$ cat src/rtl/lut_state_sequencer.sv
// Switch-state sequencer: qualifies LUT (or override) candidates, hands them
// to the switch driver with a request/ack handshake, then enforces a dwell.
//
// state   | meaning
// IDLE    | waiting for a strobe whose candidate differs from sw_state
// QUALIFY | counting consecutive agreeing candidates
// REQUEST | sw_req high, waiting for sw_ack or ack timeout
// DWELL   | change committed, strobes ignored until dwell counter expires
module lut_state_sequencer #(
  parameter int unsigned CONFIRM_COUNT = 3,
  parameter logic [15:0] DWELL_CYCLES  = 16'd1000,
  parameter logic [7:0]  ACK_TIMEOUT   = 8'd255,
  parameter logic [6:0]  MAX_STATE     = 7'd80,
  parameter logic [6:0]  RESET_STATE   = 7'd80
) (
  input  logic       clk,
  input  logic       rst_n,
  input  logic       n_clk_valid,
  input  logic [6:0] lut_state,
  input  logic       override_en,
  input  logic [6:0] override_state,
  input  logic       sw_ack,
  output logic       sw_req,
  output logic [6:0] sw_target,
  output logic [6:0] sw_state,
  output logic       busy,
  output logic       fault
);

  typedef enum logic [1:0] {
    ST_IDLE    = 2'd0,
    ST_QUALIFY = 2'd1,
    ST_REQUEST = 2'd2,
    ST_DWELL   = 2'd3
  } state_t;

  localparam logic [7:0] LP_CONFIRM = (CONFIRM_COUNT > 32'd255) ? 8'd255 : 8'(CONFIRM_COUNT);
  localparam logic       LP_SINGLE  = (CONFIRM_COUNT <= 32'd1);

  state_t      r_state;
  logic        r_strobe;
  logic [6:0]  r_cand;
  logic [7:0]  r_count;
  logic [7:0]  r_ack_timer;
  logic [15:0] r_dwell;
  logic        r_sw_req;
  logic [6:0]  r_sw_target;
  logic [6:0]  r_sw_state;
  logic        r_fault;

  logic [6:0]  w_cand_raw;
  logic [6:0]  w_cand;
  logic        w_differs;
  logic        w_enter_req;
  state_t      w_nxt_state;
  logic [6:0]  w_nxt_cand;
  logic [7:0]  w_nxt_count;
  logic [7:0]  w_nxt_ack_timer;
  logic [15:0] w_nxt_dwell;
  logic        w_nxt_sw_req;
  logic [6:0]  w_nxt_sw_target;
  logic [6:0]  w_nxt_sw_state;
  logic        w_nxt_fault;

  assign w_cand_raw = override_en ? override_state : lut_state;
  assign w_cand     = (w_cand_raw > MAX_STATE) ? MAX_STATE : w_cand_raw;
  assign w_differs  = (w_cand != r_sw_state);

  always_comb begin
    w_nxt_state     = r_state;
    w_nxt_cand      = r_cand;
    w_nxt_count     = r_count;
    w_nxt_ack_timer = r_ack_timer;
    w_nxt_dwell     = r_dwell;
    w_nxt_sw_req    = r_sw_req;
    w_nxt_sw_target = r_sw_target;
    w_nxt_sw_state  = r_sw_state;
    w_nxt_fault     = r_fault;
    w_enter_req     = 1'b0;

    case (r_state)
      ST_IDLE: begin
        if (r_strobe && w_differs) begin
          w_nxt_cand  = w_cand;
          w_nxt_count = 8'd1;
          if (override_en || LP_SINGLE) begin
            w_enter_req = 1'b1;
          end else begin
            w_nxt_state = ST_QUALIFY;
          end
        end
      end

      ST_QUALIFY: begin
        if (r_strobe) begin
          if (!w_differs) begin
            w_nxt_state = ST_IDLE;
            w_nxt_count = 8'd0;
          end else if (override_en) begin
            // override skips the remaining qualification
            w_nxt_cand  = w_cand;
            w_nxt_count = 8'd1;
            w_enter_req = 1'b1;
          end else if (w_cand == r_cand) begin
            w_nxt_count = r_count + 8'd1;
            if ((r_count + 8'd1) >= LP_CONFIRM) begin
              w_enter_req = 1'b1;
            end
          end else begin
            w_nxt_cand  = w_cand;
            w_nxt_count = 8'd1;
          end
        end
      end

      ST_REQUEST: begin
        // ack is checked first so a coincident strobe is simply dropped
        if (sw_ack && r_sw_req) begin
          w_nxt_sw_state = r_sw_target;
          w_nxt_sw_req   = 1'b0;
          w_nxt_dwell    = DWELL_CYCLES;
          w_nxt_count    = 8'd0;
          w_nxt_state    = ST_DWELL;
        end else if (r_ack_timer <= 8'd1) begin
          w_nxt_sw_req    = 1'b0;
          w_nxt_fault     = 1'b1;
          w_nxt_count     = 8'd0;
          w_nxt_ack_timer = 8'd0;
          w_nxt_state     = ST_IDLE;
        end else begin
          w_nxt_ack_timer = r_ack_timer - 8'd1;
        end
      end

      ST_DWELL: begin
        if (r_dwell <= 16'd1) begin
          w_nxt_dwell = 16'd0;
          w_nxt_state = ST_IDLE;
        end else begin
          w_nxt_dwell = r_dwell - 16'd1;
        end
      end

      default: begin
        w_nxt_state = ST_IDLE;
      end
    endcase

    if (w_enter_req) begin
      w_nxt_state     = ST_REQUEST;
      w_nxt_sw_req    = 1'b1;
      w_nxt_sw_target = w_cand;
      w_nxt_ack_timer = ACK_TIMEOUT;
    end
  end

  always_ff @(posedge clk) begin
    if (!rst_n) begin
      r_state     <= ST_IDLE;
      r_strobe    <= 1'b0;
      r_cand      <= RESET_STATE;
      r_count     <= 8'd0;
      r_ack_timer <= 8'd0;
      r_dwell     <= 16'd0;
      r_sw_req    <= 1'b0;
      r_sw_target <= RESET_STATE;
      r_sw_state  <= RESET_STATE;
      r_fault     <= 1'b0;
    end else begin
      r_state     <= w_nxt_state;
      r_strobe    <= n_clk_valid;
      r_cand      <= w_nxt_cand;
      r_count     <= w_nxt_count;
      r_ack_timer <= w_nxt_ack_timer;
      r_dwell     <= w_nxt_dwell;
      r_sw_req    <= w_nxt_sw_req;
      r_sw_target <= w_nxt_sw_target;
      r_sw_state  <= w_nxt_sw_state;
      r_fault     <= w_nxt_fault;
    end
  end

  assign sw_req    = r_sw_req;
  assign sw_target = r_sw_target;
  assign sw_state  = r_sw_state;
  assign busy      = (r_state != ST_IDLE);
  assign fault     = r_fault;

endmodule

$ cat config.mk
export PLATFORM = sky130hd
export DESIGN_NAME = lut_state_sequencer
export DESIGN_NICKNAME = d
export VERILOG_FILES = /design/src/rtl/lut_state_sequencer.sv
export SDC_FILE = /design/constraint.sdc
export NUM_CORES = 1
export LEC_CHECK = 0
export BUFFER_PORTS_ARGS = -buffer_cell sky130_fd_sc_hd__buf_2
export CORE_ASPECT_RATIO = 0.8
export CORE_UTILIZATION = 45
export DETAILED_ROUTE_END_ITERATION = 8
export GPL_TIMING_DRIVEN = 0
export PLACE_DENSITY = 0.75
export SYNTH_ARGS = -nofsm -noshare
export SYNTH_HDL_FRONTEND = slang
export SYNTH_SLANG_ARGS = --single-unit
$ cat constraint.sdc
create_clock -name clk -period 3.7 [get_ports clk]
set_input_delay 0.37 -clock clk [delete_from_list [all_inputs] [get_ports clk]]
set_output_delay 0.37 -clock clk [all_outputs]
set_load 0.01 [all_outputs]
==> out/results.tsv <==
metric	value	unit
cts_root_buf	clkbuf_8	
dieArea	7840	µm²
layout.nets	502	
vdd_drop_max	0.4067	mV
floorplan.die.height	79.40	µm
arrival	3.24	ns
synth_area	3369	µm²
ys_types	53	
status	complete, no violations	
worst_setup_path_end_kind	flop	
fin_crit	2.978	ns
worst_pin_slew	0.8766	ns
n_fill_cell	658	
cts_buffers	9	
syn-num-nets	457	
power	2.438	mW
yosys-top-cells-area	dfxtp_1 34%, a21oi_1 6.5%, mux2i_1 6.5%	
clkTransAtPathRegs	0.06	ns
io_pins	36	
syn_area_per_cell	7.873	µm²
cellLeakagePower	1.635	nW
yosysMostFrequentCell	dfxtp_1	
post-route-util	54.60	%
drt-total-wl	8217	µm
synth_area_leader_cell	dfxtp_1	
htree_levels	3	
drive_above_1_share	14.26	%
cts.sinks	58	
cp-start-kind	flop	
vias	3300	
track_usage	21.98	%
rr_worst_depth	9	
syn_inst	428	
diodes	0	
die_x	98.75	µm
antenna_left	0	
async_flop_share	0	%
maxSlewHeadroom	40.74	%
start_util	47.72	%
worstHoldPathCells	2	
finalSetupViolCount	0	
grt_max_degree	11	
ys_seq_area_share	34.46	%
worstSetupStartpoint	r_ack_timer[3]	
worstSetupPathType	flop to flop	
grt.overflow.total	0	
rr_startpoint	r_ack_timer[3]	
hold_violations	0	
gp_congestion	0.8764	
vias_per_cell	5.851	
ys_top_cells_by_count	58 x dfxtp_1, 54 x nor2_1, 45 x nand2_1	
cts_tree	built	
hp-start	n_clk_valid	
yosys.area.top_type_share	34.46	%
dr.pass1.iters	5	
finalMaxSlewViolations	0	
std_cell_rows	27	
fmax	335.7	MHz
grt_setup_unrepaired	false	
routedWlPerCell	14.57	µm
post_cts_buffers	0	
hold_class	input pin to flop	
clk_latency	0.35	ns
cts.path.max_buffers	2	
grt_pass1_vias	2884	
grt_pass1_wl	13610	µm
area_growth	14.41	%
cp_max_fo	8	
fin_crit_sh	80.50	%
cts_resized	0	
cts_hold_buf	0	
drt_iter0_drc	182	
worstPathRequired	3.97	ns
antenna_found_initial	0	
yosysWarnings	0	
max_cap_violations	0	
synth_edf_count	0	
ys_ff_latch	58	
drc_errors	0	
core_area	7061	µm²
synth_flop_cell	dfxtp_1	
powerDensity	632.4	nW/µm²
hpwl	6028	µm
portBuffers	34	
tns	0	ns
skew	0.009222	ns
per-stage QoR:
stage	area (µm²)	setup WS (ns)	hold WS, ns	cells
floorplan	3369	0.8789	0.4573	428
global placement	3649	0.6968	0.4593	549
detailed placement	3649	0.6502	0.4663	549
CTS	3855	0.8040	0.2204	564
global route	3855	0.4902	0.2450	564
finish	3855	0.7216	0.2336	564
critical path: stages, from the launching register on:
cell	delay, ns
dfxtp_1	0.34
nor4_1	0.34
nor4b_1	0.76
or2_2	0.29
nand2_1	0.07
a211oi_1	0.30
nand2b_1	0.16
clkbuf_1	0.29
nand2_1	0.17
o211ai_1	0.19
power breakdown:
group          switching, mW  internal [mW]  total, mW
logic                  0.593          0.359      0.952
registers              0.120          0.741      0.861
clock network          0.254          0.371      0.625
flip-flops by register name (all words and copies together) (netlist names):
register     count
r_cand           7
sw_target        7
sw_state         7
r_strobe         1
r_count          8
fault            1
r_state          2
sw_req           1
r_ack_timer      8
r_dwell         16
cell families (layout without fill, tap and decap cells):
group,count (synthesis),after routing,share of synthesized area [%]
buf+inv,38,87,4.976
simple gates,174,174,25.03
flops,58,58,34.46
compound gates,107,107,20.13
mux,25,25,7.538
xor+xnor,16,16,4.159
fa+ha+maj,10,10,3.713
cell usage in the layout (no fill, tap or decap), types with 3 or more instances in the layout:
master    count
dfxtp_1      58
nor2_1       54
nand2_1      45
a21oi_1      44
buf_2        36
inv_1        23
mux2i_1      22
o21ai_0      16
nand3_1      14
nor3_1       14
nor4_1       13
xnor2_1      11
clkbuf_1     10
ha_1         10
clkbuf_8      9
or3_1         7
a221oi_1      7
a31oi_1       5
or2_2         5
o22ai_1       5
xor2_1        5
and3_1        4
o21a_1        4
and2_1        4
buf_6         3
mux2_2        3
a211oi_1      3
o21ai_1       3
clkinv_2      3
per-layer routing:
layer / GRT usage, % / vias to the layer above / wire length (µm)
li1: - / 1633 / -
met1: 29.25 / 1555 / 4035
met2: 34.34 / 102 / 3633
met3: 6.480 / 10 / 465
met4: 6.716 / 0 / 83
met5: 0 / - / 0
area by class of cell:
| cell class | count | area, µm² | share of cell area [%] |
|---|---|---|---|
| Timing Repair Buffer | 34 | 170.2 | 4.414 |
| Buffer | 15 | 81.33 | 2.110 |
| Multi-Input combinational cell | 332 | 2041 | 52.94 |
| Clock buffer | 9 | 123.9 | 3.213 |
| Tap cell | 87 | 108.9 | 2.824 |
| Clock inverter | 6 | 82.58 | 2.142 |
| Sequential cell | 58 | 1161 | 30.12 |
| Inverter | 23 | 86.33 | 2.240 |
path summary, 6_finish.rpt:
path | end | slack, ns
setup / recovery | r_count[6] | 0.72
hold / removal | r_strobe | 0.23
setup reg to reg | r_count[6] | 0.72
hold reg to reg | sw_state[2] | 0.47
No activity file was read; power rests on OpenSTA's default activity.
